`src/rtl/tx_sense_gate.sv`:
```
// TX gate driven by the spectrum-sensing comparator. The channel must read clear for
// CLEAR_CNT consecutive cycles before samples may pass. A busy decision while
// transmitting forces a fixed holdoff before the channel is sensed again.
module tx_sense_gate #(
  parameter int unsigned DWIDTH    = 32,
  parameter int unsigned CLEAR_CNT = 16,
  parameter int unsigned HOLDOFF   = 64,
  parameter int unsigned CW        = 16
) (
  input  logic              clk,
  input  logic              rst,
  input  logic              run_tx,
  input  logic              comp_in,
  input  logic              threshold_changed,
  input  logic [DWIDTH-1:0] i_tdata,
  input  logic              i_tvalid,
  output logic              i_tready,
  output logic [DWIDTH-1:0] o_tdata,
  output logic              o_tvalid,
  input  logic              o_tready,
  output logic              tx_active,
  output logic [15:0]       busy_events,
  output logic [31:0]       tx_beats
);

  typedef enum logic [1:0] {StIdle, StSense, StTx, StHoldoff} state_e;

  localparam logic [CW-1:0] ClrLast  = CW'(CLEAR_CNT - 1);
  localparam logic [CW-1:0] HoldLast = CW'(HOLDOFF - 1);

  state_e            state_q;
  logic              comp_q;
  logic [CW-1:0]     clr_cnt_q;
  logic [CW-1:0]     hold_cnt_q;
  logic [15:0]       busy_events_q;
  logic [31:0]       tx_beats_q;
  logic [DWIDTH-1:0] o_tdata_q;
  logic              o_tvalid_q;
  logic              beat_acc;

  assign tx_active   = (state_q == StTx);
  // The output register may refill in the same cycle it drains.
  assign i_tready    = (state_q == StTx) & (~o_tvalid_q | o_tready);
  assign beat_acc    = i_tvalid & i_tready;
  assign o_tdata     = o_tdata_q;
  assign o_tvalid    = o_tvalid_q;
  assign busy_events = busy_events_q;
  assign tx_beats    = tx_beats_q;

  // Channel qualification FSM: priority is run_tx, then threshold_changed, then comp_q.
  always_ff @(posedge clk) begin
    if (rst) begin
      state_q       <= StIdle;
      comp_q        <= 1'b1;
      clr_cnt_q     <= '0;
      hold_cnt_q    <= '0;
      busy_events_q <= '0;
    end else begin
      comp_q <= comp_in;
      if (!run_tx) begin
        state_q    <= StIdle;
        clr_cnt_q  <= '0;
        hold_cnt_q <= '0;
      end else begin
        case (state_q)
          StIdle: begin
            state_q   <= StSense;
            clr_cnt_q <= '0;
          end
          StSense: begin
            if (threshold_changed || comp_q) begin
              clr_cnt_q <= '0;
            end else if (clr_cnt_q == ClrLast) begin
              state_q   <= StTx;
              clr_cnt_q <= '0;
            end else begin
              clr_cnt_q <= clr_cnt_q + CW'(1);
            end
          end
          StTx: begin
            if (threshold_changed) begin
              state_q   <= StSense;
              clr_cnt_q <= '0;
            end else if (comp_q) begin
              state_q    <= StHoldoff;
              hold_cnt_q <= '0;
              if (busy_events_q != 16'hFFFF) busy_events_q <= busy_events_q + 16'd1;
            end
          end
          StHoldoff: begin
            // Holdoff length is fixed; comparator and threshold changes are ignored here.
            if (hold_cnt_q == HoldLast) begin
              state_q    <= StSense;
              clr_cnt_q  <= '0;
              hold_cnt_q <= '0;
            end else begin
              hold_cnt_q <= hold_cnt_q + CW'(1);
            end
          end
          default: state_q <= StIdle;
        endcase
      end
    end
  end

  // Single output register stage; a held beat drains regardless of FSM state.
  always_ff @(posedge clk) begin
    if (rst) begin
      o_tdata_q  <= '0;
      o_tvalid_q <= 1'b0;
      tx_beats_q <= '0;
    end else if (beat_acc) begin
      o_tdata_q  <= i_tdata;
      o_tvalid_q <= 1'b1;
      tx_beats_q <= tx_beats_q + 32'd1;
    end else if (o_tready) begin
      o_tvalid_q <= 1'b0;
    end
  end

endmodule

```
`config.mk`:
```
export PLATFORM = sky130hd
export DESIGN_NAME = tx_sense_gate
export DESIGN_NICKNAME = d
export VERILOG_FILES = /design/src/rtl/tx_sense_gate.sv
export SDC_FILE = /design/constraint.sdc
export NUM_CORES = 1
export LEC_CHECK = 0
export BUFFER_PORTS_ARGS = -buffer_cell sky130_fd_sc_hd__buf_2
export CORE_MARGIN = 3
export CORE_UTILIZATION = 45
export DETAILED_ROUTE_END_ITERATION = 6
export HOLD_SLACK_MARGIN = 0.02
export MAX_ROUTING_LAYER = met4
export PLACE_DENSITY_LB_ADDON = 0.1
export REMOVE_ABC_BUFFERS = 1
export SYNTH_ARGS = -nofsm -noshare
export SYNTH_HDL_FRONTEND = slang
export SYNTH_SLANG_ARGS = --single-unit
```
`constraint.sdc`:
```
create_clock -name clk -period 3.28 [get_ports clk]
set_input_delay 0.164 -clock clk [delete_from_list [all_inputs] [get_ports clk]]
set_output_delay 0.164 -clock clk [all_outputs]
set_load 0.01 [all_outputs]
```
==> key figures <==
Logic synthesis
  – Fraction of registers with async set/reset: 0%
  – Gate Count Post-Synth: between 600 and 700
  – Compound-Gate Fraction of Synth Area: between 10% and 20%
  – Simple-gate area share of the yosys netlist: between 30% and 40%
  – Post-Syn Area: about 0.0053 sq mm
  – Post-synth cell types: 46
  – Largest area contributor in the netlist: dfxtp_1
  – Adder-cell share of the synthesized area: 1.91%
  – Synth Area in XOR/XNOR: under 10%
  – Multiplexer share of the synthesized area: 0.786%
  – Mean Syn Cell Area: 8.18 sq um
  – Register area share after synthesis: between 40 and 50%
  – Dominant cells by area after synthesis: dfxtp_1 44%, nand2_1 7.0%, a21oi_1 5.9%
  – Synth Flop Type: dfxtp_1
  – Post-synth EDFFs: 0
  – Post-synth top cells: 116 x dfxtp_1, 98 x nand2_1, 62 x a21oi_1
  – Warnings, synthesis: 0
  – Seq cells post-synth: 116
  – Most frequent cell after synthesis: dfxtp_1
  – Main combinational cell family by area after synthesis: simple AND/OR/NAND/NOR gates
  – Yosys top cell area share: 44.2%

Drt
  – Residual DRC: 0
  – Post-Route WL: 14100 um
  – Drt pass-1 iters: 5
  – Antenna viol nets, final: 0
  – Count of routing violations after the opening detailed-route iteration: 366
  – Routed via count: around 5200
  – Via density: ~5.5
  – Avg WL per Cell: between 10 and 15 um

Setup path
  – CP max stage delay: ~0.6 ns
  – Crit Reg-Reg Endpoint: tx_beats[26]
  – Reg-to-reg slack, setup: around 0.74 ns
  – Critical path's top delay family: simple AND/OR/NAND/NOR gates
  – Worst reg2reg path depth: 6
  – Worst Path Arrival: around 2.9 ns
  – Worst Path Class, Setup: reg -> reg
  – Cell Chain, Critical Path: inv_1 -> ha_1 -> nand4_1 -> or3_1 -> or4_1 -> a21oi_1
  – Reg2reg start: state_q[0]
  – Max FO, Critical Path: 11
  – CP Capture Type: flip-flop
  – CP required: about 3.6 ns
  – Crit path buffers/inverters: 1
  – Slowest stage cell on the critical path: or3_1
  – Crit start category: flip-flop

Worst hold path
  – Hold Path End: o_tdata[16]
  – Worst hold path class: in -> reg
  – Worst Hold Depth: 3
  – Worst hold start: i_tdata[16]

Clock network
  – Num CTS Buffers: 17
  – Post-CTS Resized: 0
  – CTS Sinks: between 100 and 150
  – Clk buf depth: 2
  – CTS root buf: clkbuf_16
  – CTS tree: built
  – Worst-Skew Late Latency: just over 0.4 ns
  – Clock-pin slew on the worst setup and hold paths: roughly 0.060 ns
  – H-tree Lvls: 4

Final layout
  – Post-layout util: 62.2%
  – Layout filler cell count: 972
  – Layout cells sized above 1: 20.5%
  – Area Growth Syn to Fin: 31.8%
  – Reg area: about 0.0023 sq mm
  – Area taken by multi-input logic gates: about 0.0028 sq mm
  – Fin nets: 837

Die
  – Die height: ~110 um
  – IO Pins: between 100 and 150
  – Row cnt: 38
  – Die area: around 0.013 sq mm
  – Initial Utilization: between 40% and 50%
  – CORE AREA: around 0.011 sq mm
  – Die width: roughly 110 um

STA
  – Clk_skew: 0.00582 ns
  – Final Critical Period: about 2.5 ns
  – Slew HR: between 40% and 50%
  – Final TNS setup: 0 ns
  – Final hold violations: 0
  – RSZ-0062 raised after global routing: false
  – Post-route clock period utilization: about 78%
  – Max-slew violations: 0
  – Endpoints failing setup: 0
  – Fmax: 0.393 GHz
  – Slew @ Worst Pin: slightly below 0.9 ns

Global routing
  – Largest net degree at the start of global routing: between 80 and 90
  – Vias in the first global route: roughly 5000
  – Antenna violations before repair: 1
  – Gr usage total: 23.1%
  – First-pass GRT wire length: 23900 um
  – Grt ovf: 0

Placement
  – GPL Wtd Cong: ~0.85
  – I/O Buffers: 121
  – Post-DP HPWL: 9270 um

Outcome
  – Status: finished, final reports clean

Power
  – VDD IR-drop max: ~0.71 mV
  – P_leak: between 2 and 3 nW
  – Power per cell area: about 500 mW/mm^2
  – Final Power: roughly 3.5 mW

Run
  – Max-cap violation count: 0
## logic make-up (layout without fill, tap and decap cells)
group                      count (synthesis)  in the layout
other                                      0              1
adders and majority gates                  8              8
DFF                                      116            116
muxes                                      4              4
xor gates and xnor gates                  39             39
buffers and inverters                     41            202
AOI/OAI and AO/OA                        119            119
and+or+nand+nor                          315            315
## routing by layer
metal | vias up | global-route usage, % | routed length, um
met5 | - | - | 0
met4 | 0 | 7.44 | 187
met3 | 15 | 7.32 | 1020
met2 | 165 | 36.1 | 6660
met1 | 2442 | 28.6 | 6260
li1 | 2593 | - | -
## state kept, by name, summed over array words and instances, names as in the netlist
signal / count
busy_events: 16
clr_cnt_q: 16
comp_q: 1
hold_cnt_q: 16
o_tdata: 32
o_tvalid: 1
state_q: 2
tx_beats: 32
## worst max path at each step
| stage | startpoint | to | slack [ns] | depth (start not counted) |
|---|---|---|---|---|
| after floorplan | hold_cnt_q[0] | hold_cnt_q[10] | 0.86 | 5 |
| after global placement | hold_cnt_q[0] | clr_cnt_q[2] | 0.87 | 6 |
| after detailed placement | hold_cnt_q[0] | clr_cnt_q[5] | 0.75 | 6 |
| after CTS | state_q[0] | tx_beats[26] | 0.73 | 6 |
| after global routing | state_q[0] | tx_beats[28] | 0.50 | 6 |
| final | state_q[0] | tx_beats[26] | 0.74 | 6 |
## metrics by stage
stage	cell area, sq um	hold WS, ns	worst slack (ns)	cells
global route	6920	0.0602	0.495	944
detailed placement	5960	0.377	0.753	879
global placement	5960	0.374	0.871	879
floorplan	5130	0.233	0.856	612
finish	6920	0.0679	0.737	944
CTS	6920	0.0331	0.731	943
## report_power, final
part / leakage, nW / internal, mW / switching, mW / total [mW]
Clock: 0.302 / 1.31 / 0.653 / 1.96
Combinational: 1.41 / 0.0518 / 0.0519 / 0.104
Sequential: 0.934 / 1.41 / 0.00247 / 1.42
Total: 2.64 / 2.78 / 0.708 / 3.48
## final cells by class
cell class | instances | share of cell area [%]
antenna | 1 | 0.0362
clock buffer | 20 | 6.60
clock inverter | 12 | 2.59
inverter | 11 | 0.597
multi-input combinational | 485 | 40.1
sequential | 116 | 33.6
tap | 140 | 2.53
timing repair buffer | 159 | 14.0
## what timing repair did
item,4_1_cts,5_1_grt
buffers inserted,0,0
hold endpoints to repair,32,0
hold buffers,32,0
## cells in the final DEF (no fill, tap or decap), drive strengths merged, types with 20 or more instances in the layout
cell type / count
a21oi: 62
buf: 127
clkbuf: 20
dfxtp: 116
dlygate4sd3: 32
nand2: 99
nand3: 32
nor2: 61
o21ai: 26
xnor2: 24
## tightest hold or removal path, stage by stage
cell and delay, ns:
buf_2 0.10, nand2_1 0.09, a21oi_1 0.07
No activity file was read; power rests on OpenSTA's default activity.
